==> src/rtl/elastic_pipe_pkg.sv <==
// Shared helpers for the elastic pipeline: sizing of the occupancy counter.
package elastic_pipe_pkg;

    // Counter must represent 0..DEPTH+1 so the skid build fits without resizing.
    function automatic int occ_width(input int depth);
        return $clog2(depth + 2);
    endfunction

endpackage

==> src/rtl/elastic_pipeline_if.sv <==
// Handshake bundle for elastic_pipeline: upstream (valid_in/data_in/ready_out)
// and downstream (valid_out/data_out/ready_in) channels in one interface.
interface elastic_pipeline_if #(
    parameter int WIDTH = 8
);
    // A beat transfers on a clock edge where valid and ready are both 1; once
    // valid is raised, valid and data hold stable until that edge.
    logic             valid_in;
    logic [WIDTH-1:0] data_in;
    logic             ready_out;
    logic             valid_out;
    logic [WIDTH-1:0] data_out;
    logic             ready_in;

    modport master (
        output valid_in, data_in, ready_in,
        input  ready_out, valid_out, data_out
    );

    modport slave (
        input  valid_in, data_in, ready_in,
        output ready_out, valid_out, data_out
    );
endinterface

==> src/rtl/elastic_pipeline_skid_buffer.sv <==
// One-entry skid buffer: breaks the combinational ready path in front of the
// elastic stage chain; empty skid passes beats straight through.
module skid_buffer #(
    parameter int WIDTH = 8
) (
    input  logic             clk_in,
    input  logic             rst_n_in,
    input  logic             flush_in,
    input  logic             valid_in,
    input  logic [WIDTH-1:0] data_in,
    output logic             ready_out,
    output logic             valid_out,
    output logic [WIDTH-1:0] data_out,
    input  logic             ready_in
);
    logic             skid_valid_q;
    logic [WIDTH-1:0] skid_data_q;

    assign ready_out = rst_n_in & ~skid_valid_q;
    assign valid_out = skid_valid_q | valid_in;
    assign data_out  = skid_valid_q ? skid_data_q : data_in;

    always_ff @(posedge clk_in) begin
        if (!rst_n_in) begin
            skid_valid_q <= 1'b0;
            skid_data_q  <= '0;
        end else if (flush_in) begin
            skid_valid_q <= 1'b0;
        end else if (skid_valid_q) begin
            if (ready_in) skid_valid_q <= 1'b0;
        end else if (valid_in && !ready_in) begin
            // Accepted while downstream is blocked: park it.
            skid_valid_q <= 1'b1;
            skid_data_q  <= data_in;
        end
    end
endmodule

==> src/rtl/elastic_pipeline.sv <==
// Valid/ready register chain with bubble collapse, flush and occupancy count.
// Optional input skid buffer enabled by defining ELASTIC_PIPE_SKID_EN.
module elastic_pipeline
    import elastic_pipe_pkg::*;
#(
    parameter int WIDTH = 8,
    parameter int DEPTH = 3
) (
    input  logic                          clk_in,
    input  logic                          rst_n_in,
    input  logic                          flush_in,
    elastic_pipeline_if.slave             bus,
    output logic [occ_width(DEPTH)-1:0]   occupancy_out
);
    localparam int OW = occ_width(DEPTH);

    logic [DEPTH-1:0] vld_q;
    logic [WIDTH-1:0] dat_q [DEPTH];
    logic [DEPTH-1:0] adv;
    logic             chain;
    logic             s0_valid;
    logic [WIDTH-1:0] s0_data;
    logic             in_xfer;
    logic             out_xfer;
    logic [OW-1:0]    occ_q;

    // A stage may load when it is empty or everything ahead of it moves.
    always_comb begin
        chain = bus.ready_in;
        adv   = '0;
        for (int i = DEPTH - 1; i >= 0; i--) begin
            chain  = ~vld_q[i] | chain;
            adv[i] = chain;
        end
    end

`ifdef ELASTIC_PIPE_SKID_EN
    skid_buffer #(.WIDTH(WIDTH)) u_skid (
        .clk_in    (clk_in),
        .rst_n_in  (rst_n_in),
        .flush_in  (flush_in),
        .valid_in  (bus.valid_in),
        .data_in   (bus.data_in),
        .ready_out (bus.ready_out),
        .valid_out (s0_valid),
        .data_out  (s0_data),
        .ready_in  (adv[0])
    );
`else
    assign s0_valid      = bus.valid_in;
    assign s0_data       = bus.data_in;
    assign bus.ready_out = rst_n_in & adv[0];
`endif

    assign in_xfer       = bus.valid_in & bus.ready_out;
    assign out_xfer      = vld_q[DEPTH-1] & bus.ready_in;
    assign bus.valid_out = vld_q[DEPTH-1];
    assign bus.data_out  = dat_q[DEPTH-1];
    assign occupancy_out = occ_q;

    always_ff @(posedge clk_in) begin
        if (!rst_n_in) begin
            vld_q <= '0;
            occ_q <= '0;
            for (int i = 0; i < DEPTH; i++) dat_q[i] <= '0;
        end else if (flush_in) begin
            // Data registers keep stale contents; only validity is dropped.
            vld_q <= '0;
            occ_q <= '0;
        end else begin
            if (adv[0]) begin
                vld_q[0] <= s0_valid;
                dat_q[0] <= s0_data;
            end
            for (int i = 1; i < DEPTH; i++) begin
                if (adv[i]) begin
                    vld_q[i] <= vld_q[i-1];
                    dat_q[i] <= dat_q[i-1];
                end
            end
            if (in_xfer && !out_xfer)      occ_q <= occ_q + OW'(1);
            else if (out_xfer && !in_xfer) occ_q <= occ_q - OW'(1);
        end
    end
endmodule
==> src/flat_wrapper.sv <==
// flat-port wrapper written by rule: the top's interface ports become plain ports
module elastic_pipeline_flat import elastic_pipe_pkg::*;
#(
    parameter int WIDTH = 8,
    parameter int DEPTH = 3
)
  (clk_in, rst_n_in, flush_in, occupancy_out, bus_valid_in, bus_data_in, bus_ready_in, bus_ready_out, bus_valid_out, bus_data_out);
  elastic_pipeline_if #(.WIDTH(WIDTH)) bus_i ();
  input  logic clk_in;
  input  logic rst_n_in;
  input  logic flush_in;
  output logic [occ_width(DEPTH)-1:0] occupancy_out;
  input wire logic [$bits(bus_i.valid_in)-1:0] bus_valid_in;
  input wire logic [$bits(bus_i.data_in)-1:0] bus_data_in;
  input wire logic [$bits(bus_i.ready_in)-1:0] bus_ready_in;
  output wire logic [$bits(bus_i.ready_out)-1:0] bus_ready_out;
  output wire logic [$bits(bus_i.valid_out)-1:0] bus_valid_out;
  output wire logic [$bits(bus_i.data_out)-1:0] bus_data_out;
  assign bus_i.valid_in = bus_valid_in;
  assign bus_i.data_in = bus_data_in;
  assign bus_i.ready_in = bus_ready_in;
  assign bus_ready_out = bus_i.ready_out;
  assign bus_valid_out = bus_i.valid_out;
  assign bus_data_out = bus_i.data_out;
  elastic_pipeline #(.WIDTH(WIDTH), .DEPTH(DEPTH)) u_core (.clk_in(clk_in), .rst_n_in(rst_n_in), .flush_in(flush_in), .bus(bus_i), .occupancy_out(occupancy_out));
endmodule
==> config.mk <==
export PLATFORM = sky130hd
export DESIGN_NAME = elastic_pipeline_flat
export DESIGN_NICKNAME = d
export VERILOG_FILES = /design/src/rtl/elastic_pipe_pkg.sv /design/src/rtl/elastic_pipeline_if.sv /design/src/rtl/elastic_pipeline_skid_buffer.sv /design/src/rtl/elastic_pipeline.sv /design/src/flat_wrapper.sv
export SDC_FILE = /design/constraint.sdc
export NUM_CORES = 1
export LEC_CHECK = 0
export ABC_AREA = 1
export CAP_MARGIN = 20
export CORE_MARGIN = 1.5
export CORE_UTILIZATION = 40
export CTS_BUF_LIST = sky130_fd_sc_hd__clkbuf_8 sky130_fd_sc_hd__clkbuf_16
export DETAILED_ROUTE_END_ITERATION = 8
export PLACE_DENSITY_LB_ADDON = 0.15
export SLEW_MARGIN = 0
export SYNTH_ARGS = -nofsm -noshare
export SYNTH_HDL_FRONTEND = slang
export SYNTH_SLANG_ARGS = --single-unit
export TNS_END_PERCENT = 10
==> constraint.sdc <==
create_clock -name clk_in -period 4.2 [get_ports clk_in]
set_input_delay 1.05 -clock clk_in [delete_from_list [all_inputs] [get_ports clk_in]]
set_output_delay 1.05 -clock clk_in [all_outputs]
set_load 0.02 [all_outputs]
==> results.md, run 1 <==
- Proportion of netlist area held by the largest area contributor: about 54%
- Mean Syn Cell Area: around 10 um2
- Detail Route Antenna Nets: 0
- Cell count after synthesis: about 130
- Final Routed Wirelength: between 1500 and 2000 um
- Cell area reported after detailed placement: ~1600 um2
- Number of nets at the end of the flow: approximately 170
- Die Ht: about 61 um
- Xor and xnor area share after synthesis: 0.6506%
- Clk slew on worst S/H paths: around 0.060 ns
- Worst hold slack across all endpoints: 0.5015 ns
- Routed vias/inst: about 4.0
- Hold WC Path Type: register to register
- Yosys synthesis warning count: 0
- Most area-hungry cell type in the Yosys netlist: edfxtp_1
- Nature of the critical path endpoint: output port
- Data arrival time of the critical path: around 2.5 ns
- Final slew viol count: 0
- Largest cells by area after synthesis: edfxtp_1, inv_1, dfxtp_1
- Synthesized-area fraction occupied by and/or/nand/nor cells: 16.54%
- Buffer count from post-CTS setup fixing: 0
- Setup repair after global routing missed its margin: false
- Cell breakdown of the critical path: clkdlybuf4s50_1 > nor2_4 > nand3_4 > nand2_1 > inv_1 > clkdlybuf4s50_1
- Syn Nets: 144
- Antenna violations before repair: 0
- Seq/Total Area, Yosys: around 62%
- Type of the setup path with the least slack: input pin to output port
- Root Buffer Master: clkbuf_8
- Top Ports: 26
- TritonCTS clock tree: done
- Number of failing setup endpoints in the final timing report: 0
- Worst max-slew margin expressed relative to the limit: around three quarters
- Count of clock tree sinks: 30
- Endpoint required time on the critical path: 3.15 ns
- Critical Path Slowest Stage Cell: clkdlybuf4s50_1
- Logic depth of the worst register-to-register path: 14
- Hold buffers post-CTS: 0
- Post-synthesis instance area: ~1300 um2
- Inserted Clock Buffers: 5
- DRC errors left: 0
- Drt initial violations: 16
- Initial core utilization: 43.04%
- Vias in the first global route: 727
- Reg2Reg Setup Slack: ~2.4 ns
- Area enclosed by the die boundary: ~3700 um2
- Total via count in the routed design: between 700 and 800
- Cell variety after synth: 17
- Critical Path Most Common Cell: clkdlybuf4s50_1
- Sum Neg Setup Slack: 0 ns
- Endpoint, Worst Hold: u_core.vld_q[1]
- Highest achievable clock rate: roughly 0.29 GHz
- Share of the clock period used by the worst path: between 80% and 90%
- # port buffers: 25
- Initial DRT Pass Iterations: 4
- Share of layout cells above drive strength 1: roughly 8%
- Worst Setup Start Kind: input pin
- Area of the core region: between 3000 and 4000 um2
- Peak supply drop: about 0.22 mV
- Clk_lat worst skew: approximately 0.27 ns
- CTS Buffer Depth: 2
- Clock tree skew after final layout: 0.004264 ns
- # resized after CTS: 0
- Terminus of the critical flop-to-flop path: u_core.occupancy_out[2]
- Number of max-capacitance violations reported: 0
- Largest fanout on the critical path: 4
- Final instance area: 1649 um2
- Combinational family with the most area after synthesis: simple AND/OR/NAND/NOR gates
- Pwr Density: about 380 nW/um2
- CTS HTree Levels: 2
- Post-synthesis share of cell area spent on full adders, half adders and majority gates: approximately 2.4%
- Row Count: 20
- Final critical path time including I/O delays and setup: 3.496 ns
- Area growth from synthesis to layout: 22.49%
- Maximum number of pins on one net before global-route repair: 26
- Synth Area in Compound Gates: about 1.5%
- Number of endpoints with negative hold slack in the final report: 0
- Residual overflow from global routing: 0
- Area taken by multi-input logic gates: between 200 and 300 um2
- Global-route wire length before repair: 3077 um
- Pin slew with the least headroom to its limit: roughly 0.35 ns
- Status: finished, final reports clean
- Most used cells in the layout excluding fill and tap cells: inv_1, nor2_1, clkdlybuf4s50_1
- PnR worst setup slack: just over 0.7 ns
- Worst-case setup slack after placement: slightly below 0.7 ns
- Footprint of the flip-flops and latches: 840.8 um2
- Multiplexer share of the synthesized area: 0%
- Routability congestion estimate: 0.6947
- Number of inserted diodes: 0
- Reg-to-Reg Start: u_core.vld_q[2]
- Post-synthesis register bit count: 30
- DPL Wire Length: roughly 1300 um
- Fill cell count: 299
- Worst min-delay path startpoint: u_core.vld_q[0]
- Combined global-route utilization of all metal layers: a little under an eighth
- Most common cell after layout, fill and taps aside: inv_1
- Leakage: 0.7091 nW
- WL/cell: 9.528 um
- Count of cells along the worst hold path: 2
- Width of the chip: about 60 um
- Worst stage delay on the critical path: about 0.52 ns
[worst max-delay path by stage]
| stage | startpoint | endpoint | slack (ns) | cells past startpoint |
|---|---|---|---|---|
| 3_3_place_gp | bus_ready_in | bus_ready_out | 0.72 | 6 |
| 6_report | bus_ready_in | bus_ready_out | 0.70 | 6 |
| 5_1_grt | bus_ready_in | bus_ready_out | 0.62 | 6 |
| 2_1_floorplan | bus_ready_in | bus_ready_out | 1.70 | 4 |
| 3_5_place_dp | bus_ready_in | bus_ready_out | 0.70 | 6 |
| 4_1_cts | bus_ready_in | bus_ready_out | 0.70 | 6 |
[sequential cells by signal (all words and copies together), names as in the netlist]
register              count
u_core.occupancy_out      3
u_core.dat_q             24
u_core.vld_q              3
[area by class of cell]
class | count | area share, %
inverters | 35 | 7.967
repair buffers | 26 | 15.63
flip-flops and latches | 30 | 50.99
well taps | 44 | 3.338
clock inverters | 3 | 0.6829
multi-input cells | 54 | 17.22
clock buffers | 5 | 4.173
[cells by family (layout without fill, tap and decap cells)]
| family | after synthesis | in the layout |
|---|---|---|
| compound gates | 4 | 4 |
| fa+ha+maj | 2 | 2 |
| flops | 30 | 30 |
| xor+xnor | 1 | 1 |
| simple gates | 47 | 47 |
| buf+inv | 45 | 69 |
[per-layer routing]
metal	vias up	wire (um)	track usage (%)
met3	2	86	5.672
met1	348	856	12.98
li1	425	-	-
met5	-	0	0
met2	22	918	19.20
met4	0	15	5.590
[power breakdown]
| part | internal, W | switching (W) | leakage, nW |
|---|---|---|---|
| Combinational | 0.0000304 | 0.0000352 | 0.350 |
| Clock | 0.000110 | 0.0000956 | 0.0519 |
| Sequential | 0.000342 | 0.00000604 | 0.307 |
[critical path, delay by kind of cell]
kind	cells	cell delay, ns
buf+inv	3	1.02
simple gates	3	0.36
[synthesized netlist by cell type]
library cell	instances
inv_1	35
nor2_1	26
edfxtp_1	24
nand2_1	13
buf_4	8
dfxtp_1	6
a21oi_1	3
nor2_2	3
buf_8	2
nand3_4	2
fa_1	1
ha_1	1
nand3_1	1
nand4_1	1
nor2_4	1
o21ai_0	1
xor2_1	1
[per-stage QoR]
step | util, % | power [W] | cells
final | 52.72 | 0.0006192 | 197
after global routing | 52.72 | 0.0006451 | 197
after CTS | 52.72 | 0.0006255 | 197
after detailed placement | 50.16 | 0.0004204 | 189
after global placement | 50.16 | 0.0004174 | 189
after floorplan | - | 0.0003973 | 129
Power figures use the tool's default switching activity.
==> inputs of run 2 (changes only) <==
==> constraint.sdc (replaced) <==
create_clock -name clk_in -period 3 [get_ports clk_in]
set_input_delay 0.75 -clock clk_in [delete_from_list [all_inputs] [get_ports clk_in]]
set_output_delay 0.75 -clock clk_in [all_outputs]
set_load 0.02 [all_outputs]
==> run 2 against run 1 <==
- first-iteration DRC count down 19%
- register-to-register slack got worse by 1.2 ns
- cell count up 0.51%
- sequential share of layout area decreased by 0.23 points
- critical path type unchanged
- global-route usage shrank 0.48 points
- non-clock buffer count up 1
- flip-flop and latch count unchanged
- critical endpoint unchanged
- largest power group unchanged
- combinational power is 40% higher
- total power rose by 39%
==> results.md, run 2 (same netlist as run 1, synthesis figures left out) <==
- Core occupancy in the finished layout: 52.96% (+0.24 points)
- Pin slew with the least headroom to its limit: 0.3366 ns (-0.008719 ns)
- Area of the core region: 3128 um2 (unchanged)
- Global routing usage on met2: 17.36% (-1.8 points)
- Cell breakdown of the critical path: clkdlybuf4s50_1 > nor2_4 > nand3_4 > nand2_1 > inv_1 > clkdlybuf4s50_1
- Antenna violations before repair: 0 (unchanged)
- Area taken by multi-input logic gates: 284.0 um2 (unchanged)
- Drt initial violations: 13 (-3)
- PnR worst setup slack: 0.09054 ns (-0.6132 ns)
- Footprint of the flip-flops and latches: 840.8 um2 (unchanged)
- Peak supply drop: 0.3107 mV (+41%)
- Post-route insts no fill: 198 (+0.51%)
- Initial DRT Pass Iterations: 4 (unchanged)
- Root Buffer Master: clkbuf_8
- Met3 layer usage reported by global route: 5.672% (unchanged)
- Clk_lat worst skew: 0.27 ns (about the same)
- Register ranked first by flip-flop count: u_core.dat_q
- DRC errors left: 0 (unchanged)
- Final Routed Wirelength: 1711 um (-8.8%)
- Worst Setup Start Kind: input pin
- Total power: 0.0008610 W (+39%)
- Vias in the first global route: 704 (-3.2%)
- Detail Route Antenna Nets: 0 (unchanged)
- Clock tree skew after final layout: 0.008011 ns (+0.003747 ns)
- # resized after CTS: 0 (unchanged)
- Die Ht: 61.02 um (unchanged)
- Residual overflow from global routing: 0 (unchanged)
- CTS HTree Levels: 2 (unchanged)
- Share of the clock period used by the worst path: about 97%
- Top Ports: 26 (unchanged)
- Critical Path Slowest Stage Cell: clkdlybuf4s50_1
- WL/cell: 8.641 um (-9.3%)
- Most common cell after layout, fill and taps aside: inv_1
- Leakage: 0.7139 nW (+0.68%)
- Met1 Track Usage GR: 12.72% (-0.26 points)
- Total via count in the routed design: 778 (-2.4%)
- Width of the chip: 61.02 um (unchanged)
- Critical Path Most Common Cell: clkdlybuf4s50_1
- Worst max-slew margin expressed relative to the limit: 77.51% (+0.58 points)
- Share of layout cells above drive strength 1: 8.442% (+0.60 points)
- Status: finished, final reports clean
- Clk slew on worst S/H paths: 0.06 ns (about the same)
- Endpoint required time on the critical path: 2.25 ns (-0.90 ns)
- DPL Wire Length: 1241 um (-7.5%)
- Inserted Clock Buffers: 5 (unchanged)
- Routed vias/inst: 3.929 (-2.9%)
- Largest fanout on the critical path: 4 (unchanged)
- Type of the setup path with the least slack: input pin to output port
- Nature of the critical path endpoint: output port
- Combined global-route utilization of all metal layers: 11.29% (-0.48 points)
- Worst-case setup slack after placement: 0.08276 ns (-0.6131 ns)
- Number of endpoints with negative hold slack in the final report: 0 (unchanged)
- Number of inserted diodes: 0 (unchanged)
- Max FFs per register: 24 (unchanged)
- TritonCTS clock tree: done
- Global routing's busiest layer: met2
- Number of nets at the end of the flow: 168 (+0.60%)
- Data arrival time of the critical path: 2.16 ns (-0.29 ns)
- CTS Buffer Depth: 2 (unchanged)
- Sum Neg Setup Slack: 0 ns (unchanged)
- Most used cells in the layout excluding fill and tap cells: inv_1, nor2_1, clkdlybuf4s50_1
- Routability congestion estimate: 0.6994 (+0.68%)
- Buffer count from post-CTS setup fixing: 0 (unchanged)
- Number of max-capacitance violations reported: 0 (unchanged)
- Area growth from synthesis to layout: 23.05%
- Count of clock tree sinks: 30 (unchanged)
- # port buffers: 25 (unchanged)
- Area enclosed by the die boundary: 3723 um2 (unchanged)
- Final critical path time including I/O delays and setup: about 2.9 ns
- Setup repair after global routing missed its margin: false
- Hold WC Path Type: register to register
- Hold buffers post-CTS: 0 (unchanged)
- Highest achievable clock rate: approximately 0.34 GHz
- Placed Cells: 190 (+0.53%)
- Maximum number of pins on one net before global-route repair: 26 (unchanged)
- Initial core utilization: 43.04% (unchanged)
- Global-route wire length before repair: 2932 um (-4.7%)
- Pwr Density: 519.7 nW/um2 (+38%)
- Number of failing setup endpoints in the final timing report: 0 (unchanged)
- Row Count: 20 (unchanged)
- Final slew viol count: 0 (unchanged)
- Fill cell count: 292 (-2.3%)
- Worst stage delay on the critical path: 0.52 ns (about the same)
-- run 2: per-layer routing --
layer	share of wire [%]	wire, um	up-vias
met2	48	822	23
li1	-	-	424
met5	0	0	-
met3	6.3	107	5
met1	43	739	326
met4	2.5	42	0
-- run 2: where the power goes --
group          internal (W)  switching [W]
Sequential         0.000479     0.00000786
Clock              0.000154       0.000129
Combinational     0.0000432      0.0000484
-- run 2: per-stage QoR --
step,hold WS (ns),area [um2]
after floorplan,0.4652,1346
after global placement,0.4792,1577
after detailed placement,0.4788,1577
after CTS,0.4916,1657
after global routing,0.5216,1657
final,0.4870,1657
-- run 2: cell type report --
type | count | share of cell area (%)
Sequential cell | 30 | 50.76
Clock buffer | 5 | 4.154
Tap cell | 44 | 3.323
Clock inverter | 3 | 0.6798
Multi-Input combinational cell | 54 | 17.14
Timing Repair Buffer | 27 | 16.01
Inverter | 35 | 7.931
-- run 2: path summary, 6_finish.rpt --
check / slack [ns] / end / from / cells past startpoint
worst max-delay path: 0.09 / bus_ready_out / bus_ready_in / 6
worst min register to register: 0.49 / u_core.vld_q[1] / u_core.vld_q[0] / 2
worst max register to register: 1.21 / u_core.occupancy_out[2] / u_core.vld_q[2] / 13
worst min-delay path: 0.49 / u_core.vld_q[1] / u_core.vld_q[0] / 2
-- run 2: critical path: cells and delay by family --
| kind | cells | cell delay, ns |
|---|---|---|
| buffers and inverters | 3 | 1.02 |
| AND/OR/NAND/NOR | 3 | 0.38 |
==> inputs of run 3 (changes only) <==
--- a/config.mk
+++ b/config.mk
@@ -11,6 +11,7 @@
 export CORE_UTILIZATION = 40
 export CTS_BUF_LIST = sky130_fd_sc_hd__clkbuf_8 sky130_fd_sc_hd__clkbuf_16
 export DETAILED_ROUTE_END_ITERATION = 8
+export MAX_ROUTING_LAYER = met4
 export PLACE_DENSITY_LB_ADDON = 0.15
 export SLEW_MARGIN = 0
 export SYNTH_ARGS = -nofsm -noshare
==> results of run 3 <==
Same layout as run 2: the final DEF is identical, and so are final timing and power.
Among the figures that moved: final weighted congestion in routability-driven placement 0.6994 -> 0.7070; wire length of the first global-routing pass 2932 um -> 2925 um; via count of the first global-routing pass 704 -> 703; overall routing resource usage 11.29% -> 11.51%; met3 usage 5.672% -> 4.412%; violation count after the first detailed-route iteration 13 -> 14
